File: src/rtl/mem_arb_pkg.sv
// mem_arb_pkg
//   Shared definitions for the memory port arbiter: default bus widths
//   matching the CPU memory, the arbiter state encoding and the read-return
//   requester tags.
package mem_arb_pkg;

  localparam int ADDR_W_DEF = 5;
  localparam int DATA_W_DEF = 8;

  // IDLE: bus shared between CPU and debug; LOCK: debug owns the bus.
  typedef enum logic {
    IDLE = 1'b0,
    LOCK = 1'b1
  } arb_state_t;

  // Which requester the read data returning next cycle belongs to.
  localparam logic [1:0] TAG_NONE = 2'd0;
  localparam logic [1:0] TAG_CPU  = 2'd1;
  localparam logic [1:0] TAG_DBG  = 2'd2;

endpackage

File: src/rtl/mem_arb_rdmux.sv
// mem_arb_rdmux
//   Read-return stage of the memory port arbiter. Remembers which requester
//   issued the read in the previous cycle, raises that requester's rvalid
//   while the memory presents the data, and holds each requester's last read
//   data until its next rvalid.
//
// Ports:
//   clk, reset              clock, synchronous active-high reset
//   cpu_rd, dbg_rd          read granted to CPU / debug this cycle
//   mem_rdata               memory read data (valid the cycle after the read)
//   cpu_rvalid, cpu_rdata   CPU read response
//   dbg_rvalid, dbg_rdata   debug read response
module mem_arb_rdmux
  import mem_arb_pkg::*;
#(
  parameter int DATA_W = DATA_W_DEF
) (
  input  logic              clk,
  input  logic              reset,
  input  logic              cpu_rd,
  input  logic              dbg_rd,
  input  logic [DATA_W-1:0] mem_rdata,
  output logic              cpu_rvalid,
  output logic [DATA_W-1:0] cpu_rdata,
  output logic              dbg_rvalid,
  output logic [DATA_W-1:0] dbg_rdata
);

  logic [1:0]        rd_tag;
  logic [DATA_W-1:0] cpu_hold;
  logic [DATA_W-1:0] dbg_hold;

  // The tag is rewritten every cycle so back-to-back reads from alternating
  // requesters each land on the right port.
  always_ff @(posedge clk) begin
    if (reset) begin
      rd_tag <= TAG_NONE;
    end else if (cpu_rd) begin
      rd_tag <= TAG_CPU;
    end else if (dbg_rd) begin
      rd_tag <= TAG_DBG;
    end else begin
      rd_tag <= TAG_NONE;
    end
  end

  // Gating with reset drops a read that was in flight when reset hit.
  assign cpu_rvalid = (rd_tag == TAG_CPU) && !reset;
  assign dbg_rvalid = (rd_tag == TAG_DBG) && !reset;

  always_ff @(posedge clk) begin
    if (reset) begin
      cpu_hold <= '0;
      dbg_hold <= '0;
    end else begin
      if (cpu_rvalid) cpu_hold <= mem_rdata;
      if (dbg_rvalid) dbg_hold <= mem_rdata;
    end
  end

  // Memory data passes straight through in the rvalid cycle, then the
  // captured copy takes over.
  assign cpu_rdata = cpu_rvalid ? mem_rdata : cpu_hold;
  assign dbg_rdata = dbg_rvalid ? mem_rdata : dbg_hold;

endmodule

File: src/rtl/mem_port_arbiter.sv
// mem_port_arbiter
//   Shares the single-port memory between the CPU controller and the
//   debug/loader port. At most one access is issued per cycle; grants and
//   memory strobes are combinational from the current state and requests.
//   CPU has fixed priority, but debug is forced through after MAX_WAIT
//   consecutive denied cycles. A debug grant with dbg_lock=1 moves the
//   arbiter into LOCK, where only debug is served until dbg_lock drops.
//
//   Build option ARB_ROUND_ROBIN_EN: contention in IDLE is resolved by a
//   1-bit last-winner pointer instead (the previous contended loser wins;
//   CPU favoured out of reset). MAX_WAIT is then unused.
//
// Ports:
//   clk, reset                                  clock, sync active-high reset
//   cpu_req/we/addr/wdata -> cpu_gnt            CPU request bundle and grant
//   cpu_rvalid, cpu_rdata                       CPU read response
//   dbg_req/we/addr/wdata, dbg_lock -> dbg_gnt  debug request bundle, grant
//   dbg_rvalid, dbg_rdata                       debug read response
//   mem_en/we/addr/wdata, mem_rdata             memory array interface
//   dbg_owns                                    high while in LOCK
module mem_port_arbiter
  import mem_arb_pkg::*;
#(
  parameter int ADDR_W   = ADDR_W_DEF,
  parameter int DATA_W   = DATA_W_DEF,
  parameter int MAX_WAIT = 4
) (
  input  logic              clk,
  input  logic              reset,
  input  logic              cpu_req,
  input  logic              cpu_we,
  input  logic [ADDR_W-1:0] cpu_addr,
  input  logic [DATA_W-1:0] cpu_wdata,
  output logic              cpu_gnt,
  output logic              cpu_rvalid,
  output logic [DATA_W-1:0] cpu_rdata,
  input  logic              dbg_req,
  input  logic              dbg_we,
  input  logic [ADDR_W-1:0] dbg_addr,
  input  logic [DATA_W-1:0] dbg_wdata,
  input  logic              dbg_lock,
  output logic              dbg_gnt,
  output logic              dbg_rvalid,
  output logic [DATA_W-1:0] dbg_rdata,
  output logic              mem_en,
  output logic              mem_we,
  output logic [ADDR_W-1:0] mem_addr,
  output logic [DATA_W-1:0] mem_wdata,
  input  logic [DATA_W-1:0] mem_rdata,
  output logic              dbg_owns
);

  arb_state_t state;
  arb_state_t state_nxt;
  logic       cpu_win;
  logic       dbg_win;

`ifdef ARB_ROUND_ROBIN_EN
  logic favour_dbg;
  logic favour_dbg_nxt;
`else
  localparam logic [3:0] WAIT_LIMIT = 4'(MAX_WAIT);
  logic [3:0] wait_cnt;
  logic [3:0] wait_cnt_nxt;
`endif

  always_ff @(posedge clk) begin
    if (reset) begin
      state <= IDLE;
    end else begin
      state <= state_nxt;
    end
  end

  // Winner selection and next state. Nothing is granted in a reset cycle.
  always_comb begin
    cpu_win   = 1'b0;
    dbg_win   = 1'b0;
    state_nxt = state;
`ifdef ARB_ROUND_ROBIN_EN
    favour_dbg_nxt = favour_dbg;
`endif
    if (!reset) begin
      case (state)
        IDLE: begin
          if (cpu_req && dbg_req) begin
`ifdef ARB_ROUND_ROBIN_EN
            dbg_win        = favour_dbg;
            cpu_win        = !favour_dbg;
            favour_dbg_nxt = !favour_dbg;
`else
            dbg_win = (wait_cnt == WAIT_LIMIT);
            cpu_win = !dbg_win;
`endif
          end else begin
            cpu_win = cpu_req;
            dbg_win = dbg_req;
          end
          if (dbg_win && dbg_lock) state_nxt = LOCK;
        end
        LOCK: begin
          // Debug may still use the cycle in which it releases the lock.
          dbg_win = dbg_req;
          if (!dbg_lock) state_nxt = IDLE;
        end
        default: state_nxt = IDLE;
      endcase
    end
  end

`ifdef ARB_ROUND_ROBIN_EN
  always_ff @(posedge clk) begin
    if (reset) begin
      favour_dbg <= 1'b0;
    end else begin
      favour_dbg <= favour_dbg_nxt;
    end
  end
`else
  // Counts consecutive cycles debug asked and lost; it cannot pass
  // WAIT_LIMIT because debug wins outright once the limit is reached.
  always_comb begin
    wait_cnt_nxt = '0;
    if (dbg_req && !dbg_win) begin
      wait_cnt_nxt = (wait_cnt == WAIT_LIMIT) ? wait_cnt : wait_cnt + 4'd1;
    end
  end

  always_ff @(posedge clk) begin
    if (reset) begin
      wait_cnt <= '0;
    end else begin
      wait_cnt <= wait_cnt_nxt;
    end
  end
`endif

  assign cpu_gnt   = cpu_win;
  assign dbg_gnt   = dbg_win;
  assign dbg_owns  = (state == LOCK) && !reset;

  assign mem_en    = cpu_win || dbg_win;
  assign mem_we    = cpu_win ? cpu_we    : (dbg_win ? dbg_we    : 1'b0);
  assign mem_addr  = cpu_win ? cpu_addr  : (dbg_win ? dbg_addr  : '0);
  assign mem_wdata = cpu_win ? cpu_wdata : (dbg_win ? dbg_wdata : '0);

  mem_arb_rdmux #(
    .DATA_W (DATA_W)
  ) u_rdmux (
    .clk        (clk),
    .reset      (reset),
    .cpu_rd     (cpu_win && !cpu_we),
    .dbg_rd     (dbg_win && !dbg_we),
    .mem_rdata  (mem_rdata),
    .cpu_rvalid (cpu_rvalid),
    .cpu_rdata  (cpu_rdata),
    .dbg_rvalid (dbg_rvalid),
    .dbg_rdata  (dbg_rdata)
  );

endmodule

File: config.mk
export PLATFORM = sky130hd
export DESIGN_NAME = mem_port_arbiter
export DESIGN_NICKNAME = d
export VERILOG_FILES = /design/src/rtl/mem_arb_pkg.sv /design/src/rtl/mem_arb_rdmux.sv /design/src/rtl/mem_port_arbiter.sv
export SDC_FILE = /design/constraint.sdc
export NUM_CORES = 1
export LEC_CHECK = 0
export CORE_MARGIN = 1
export CORE_UTILIZATION = 30
export CTS_CLUSTER_DIAMETER = 50
export DETAILED_ROUTE_END_ITERATION = 16
export MAX_ROUTING_LAYER = met4
export SLEW_MARGIN = 20
export SYNTH_ARGS = -nofsm -noshare
export SYNTH_HDL_FRONTEND = slang
export SYNTH_SLANG_ARGS = --single-unit
File: constraint.sdc
create_clock -name clk -period 3.07 [get_ports clk]
set_input_delay 0.614 -clock clk [delete_from_list [all_inputs] [get_ports clk]]
set_output_delay 0.614 -clock clk [all_outputs]
set_load 0.01 [all_outputs]
Yosys cells after proc, flatten, opt, wreduce, memory -nomap -nowiden
Index checks and enable logic that the tools add are counted.

storage, ports and cells
  register bits after elaboration = 23
  bits of input ports = 41
  output and inout bits = 36
  logic and storage cells = 49

cells by class
  add/subtract/negate cells = 1
  equal/unequal tests = 3
  mux-type cells = 21
  bitwise logic cells = 2
  reduce and logical (&&, ||, !) cells = 16

operators by type and width
  kind                                                                    count
  8-bit two-way mux                                                       4
  1-bit two-way mux                                                       12
  5-bit two-way mux                                                       2
  1-bit logical AND                                                       8
  1-bit logical NOT                                                       5
  4-bit by 1-bit adder with 4-bit output (second input constant)          1
  4-bit by 3-bit equality test with 1-bit output (second input constant)  1
  1-bit one-hot mux with 2 select lines                                   2
  2-bit OR reduction                                                      2
  2-bit by 1-bit equality test with 1-bit output (second input constant)  1
  2-bit equality test (second input constant)                             1
  2-bit two-way mux                                                       1
  1-bit inverter                                                          2
  1-bit logical OR                                                        1

Logic depth before layout (Yosys ltp)
  word-level depth = 10
  mapped depth = 6
  gate-level depth less buffers = 5

Hierarchy
From an unflattened synthesis, not the netlist that was laid out.

second synthesis, totals
  cells, all modules = 178
  area total of the unflattened synthesis = 1,550.2 µm²

modules (own cells, without submodules)
  module            times used  cells an instance  area an instance (µm²)
  mem_arb_rdmux     1           96                 899.6
  mem_port_arbiter  1           82                 650.6

Worst setup path before layout
Ideal clock, no wire load.

  path type = register to output
  start = register wait_cnt[0]
  end = output mem_addr[3]
  arrival = 1,423 ps
  path slack = 1,033 ps
  stages on the path, launching flop included = 7
  path buffers = 1
  path through = dfxtp_1 -> inv_1 -> ha_1 -> and3b_4 -> a21o_4 -> buf_6 -> o32ai_2

on the way
  word-level cells in the longest chain between the ends = 8
  elaborated cells on any way between the ends = 12

RTL lines
  element                                           line                     text
  start: declaration                                mem_port_arbiter.sv:63   logic [3:0] wait_cnt;
  start signal: assignment                          mem_port_arbiter.sv:133  wait_cnt <= wait_cnt_nxt;
  4-bit by 3-bit equality test with 1-bit output *  mem_port_arbiter.sv:92   dbg_win = (wait_cnt == WAIT_LIMIT);
  1-bit two-way mux                                 mem_port_arbiter.sv:86   if (cpu_req && dbg_req) begin
  1-bit two-way mux                                 mem_port_arbiter.sv:84   case (state)
  1-bit two-way mux                                 mem_port_arbiter.sv:83   if (!reset) begin
  1-bit one-hot mux with 2 select lines             mem_port_arbiter.sv:84
  1-bit two-way mux                                 mem_port_arbiter.sv:83
  5-bit two-way mux                                 mem_port_arbiter.sv:144  assign mem_addr = cpu_win ? cpu_addr : (dbg_win ? dbg_addr : '0);
  5-bit two-way mux *                               mem_port_arbiter.sv:144
  end: declaration                                  mem_port_arbiter.sv:47   output logic [ADDR_W-1:0] mem_addr,

Every way passes the cells marked *; elsewhere a longest branch is shown, timed or not. The select of a mux whose other input is x is not followed.

Worst setup path in the final report
  start = input cpu_req
  end = output mem_addr[1]

on the way
  word-level cells in the longest chain between the ends = 8
  elaborated cells on any way between the ends = 11

RTL lines
  element                                line                     text
  start: declaration                     mem_port_arbiter.sv:30   input logic cpu_req,
  1-bit logical AND                      mem_port_arbiter.sv:86
  1-bit two-way mux                      mem_port_arbiter.sv:86
  1-bit two-way mux                      mem_port_arbiter.sv:84
  1-bit two-way mux                      mem_port_arbiter.sv:83
  1-bit one-hot mux with 2 select lines  mem_port_arbiter.sv:84
  1-bit two-way mux                      mem_port_arbiter.sv:83
  5-bit two-way mux                      mem_port_arbiter.sv:144
  5-bit two-way mux *                    mem_port_arbiter.sv:144

Marked as above.

==> flow_summary.toml <==
[layout]
multiInputGateArea_um2 = 836
mostFrequentLayoutCell = "clkdlybuf4s50_1"
drive_gt1_share_pct = 17.5
nets = 256
finalNonFillerCells = 264
area_growth_syn_to_layout_pct = 58.6
mostFrequentLayoutCells = "clkdlybuf4s50_1 (75), dfxtp_1 (23), inv_1 (16), mux2_4 (16), and2b_1 (16)"
diodes = 0
seqCellArea_um2 = 460
fillers = 409

[yosys]
synth_top_family_by_area = "simple AND/OR/NAND/NOR gates"
synth_nets = 181
synth_adder_area_share_pct = 1.75
yosysUniqueCellTypes = 24
synth_cells = 138
synth-seq-cells = 23
synth_area_um2 = 1430
synthXorXnorAreaFrac_pct = 0.613
synth_compound_area_share_pct = 14.5
avgSynthCellArea_um2 = 10.3
yosys.area_share.simple_pct = 24.2
yosys_warnings = 0
synthMuxAreaShare_pct = 17.5
synth-seq-area-share_pct = 32.3

[route]
postRouteAntennaNets = 0
first_pass_iters = 10
wl_per_cell_um = 12.6
wirelength_um = 3330
drc_errors = 5
vias_per_cell = 4.73
drtIter0Drc = 38
num_vias = 1248

[floorplan]
die-area_um2 = 5040
core_area_um2 = 4470
die_w_um = 71.0
io_pins = 77
rows = 24
initial_core_util_pct = 31.9
dieHeight_um = 71.0

[clocking]
clk_path_buf_depth = 2
clk_pin_slew_ns = 0.08
cts_buffers = 3
cts_setup_buffers = 0
post_cts_resized = 0
cts_tree = "built"
ctsHtreeMaxLevel = 1
cts_hold_buf = 0
cts_sinks = 23
root_buffer = "clkbuf_8"
clk_latency_ns = 0.26

[run]
maxCapViolCount = 0

[timing]
fin_crit_sh_pct = 96.8
hold_violations = 0
rsz0062_at_grt = "no"
period_needed_ns = 2.97
setup_viol = 0
fmax_mhz = 336
drv_slew = 0
relSlewSlack_pct = 77.9
finClkSkew_ns = 0.00441
tns_ns = 0
worst_slew_pin_slew_ns = 0.332

[critical_path]
critical_path.cell_chain = "clkdlybuf4s50_1, nand2b_1, a21o_4, o32ai_1, clkdlybuf4s50_1"
start_kind = "input port"
end_kind = "primary output"
worstPathMaxFanout = 16
cp.required_ns = 2.46
cp.arrival_ns = 2.36
slowest_stage = "clkdlybuf4s50_1"
path_common_cell = "clkdlybuf4s50_1"
cpPeakStageDelay_ns = 0.60
crit_type = "input port to primary output"

[status]
violations = "design-rule violations"
status = "complete, but fails checks"

[place]
dp_cells = 260
place_hpwl_um = 2660
portBuffers = 76
gp_congestion = 0.747

[global_routing]
grt.overflow.total = 0
antenna_found_initial = 0
grt_max_degree = 35
grt_usage_pct = 14.3
grt_pass1_vias = 1300
grt_pass1_wl_um = 5570

[worst_hold_path]
hold_path.class = "register to register"

[power_and_ir_drop]
leakagePower_nw = 0.948
total_power_w = 0.000677
ir_drop_mv = 0.133
power.density_nw_per_um2 = 299
-- worst max-delay path, delay by kind of cell --
family / cells / cell delay (ns)
AO/OA/AOI/OAI: 2 / 0.55
AND/OR/NAND/NOR: 1 / 0.11
buffers and inverters: 2 / 1.07
-- synth_stat cells --
cell,count,share of area [%]
a21o_4,1,1.1
and2b_1,16,8.4
and3_1,1,0.44
and3b_4,1,0.88
buf_4,1,0.53
buf_6,4,3.2
clkbuf_1,5,1.3
dfxtp_1,23,32
ha_1,2,1.8
inv_1,16,4.2
mux2_4,16,17
mux2i_1,1,0.70
nand2b_1,15,6.6
nand3_1,1,0.35
nand3b_1,1,0.53
nor2_1,10,2.6
nor2b_1,3,1.3
nor3_1,2,0.70
nor3b_2,2,1.8
nor4b_1,1,0.61
o21ai_2,1,0.61
o32ai_1,6,3.7
o32ai_2,8,9.1
xnor2_1,1,0.61
-- final timing paths --
check | startpoint | to | slack [ns] | cells past startpoint
max reg2reg | wait_cnt[0] | u_rdmux.rd_tag[0] | 1.67 | 5
min | wait_cnt[0] | wait_cnt[0] | 0.48 | 1
min reg2reg | wait_cnt[0] | wait_cnt[0] | 0.48 | 1
max | cpu_req | mem_addr[1] | 0.1 | 5
-- cell type report --
class	count	area share, %
flip-flops and latches	23	20.3
multi-input cells	89	36.9
inverters	16	2.65
repair buffers	80	35.2
clock buffers	4	1.99
well taps	52	2.87
-- cells by family after synthesis --
| kind of cell | count (synthesis) |
|---|---|
| AOI/OAI and AO/OA | 16 |
| xor gates and xnor gates | 1 |
| adders and majority gates | 2 |
| buffers and inverters | 26 |
| DFF | 23 |
| muxes | 17 |
| and+or+nand+nor | 53 |
-- report_power, final --
group,internal (W),switching [W],total (W)
Sequential,0.000304,0.00000260,0.000306
Clock,0.0000926,0.0000902,0.000183
Combinational,0.000118,0.0000697,0.000188
Total,0.000514,0.000163,0.000677
-- stage by stage --
step	util, %	setup WS, ns	instance area [um^2]	hold WS (ns)
floorplan	-	1.03	1430	0.430
global placement	49.6	0.172	2220	0.441
detailed placement	49.6	0.0885	2220	0.458
CTS	50.6	0.0811	2260	0.477
global route	50.6	0.00830	2260	0.513
finish	50.6	0.0972	2260	0.477
-- routing by layer --
metal | part of all wire [%] | global-route usage [%] | up-vias
met5 | 0 | - | -
met4 | 1.8 | 5.56 | 0
met3 | 8.7 | 2.71 | 6
met2 | 47 | 24.9 | 67
met1 | 42 | 16.2 | 564
li1 | - | - | 611
-- state kept, by name, summed over array words and instances, names as in the netlist --
signal,flops
u_rdmux.rd_tag,2
state,1
wait_cnt,4
u_rdmux.dbg_hold,8
u_rdmux.cpu_hold,8
Power figures use the tool's default switching activity.
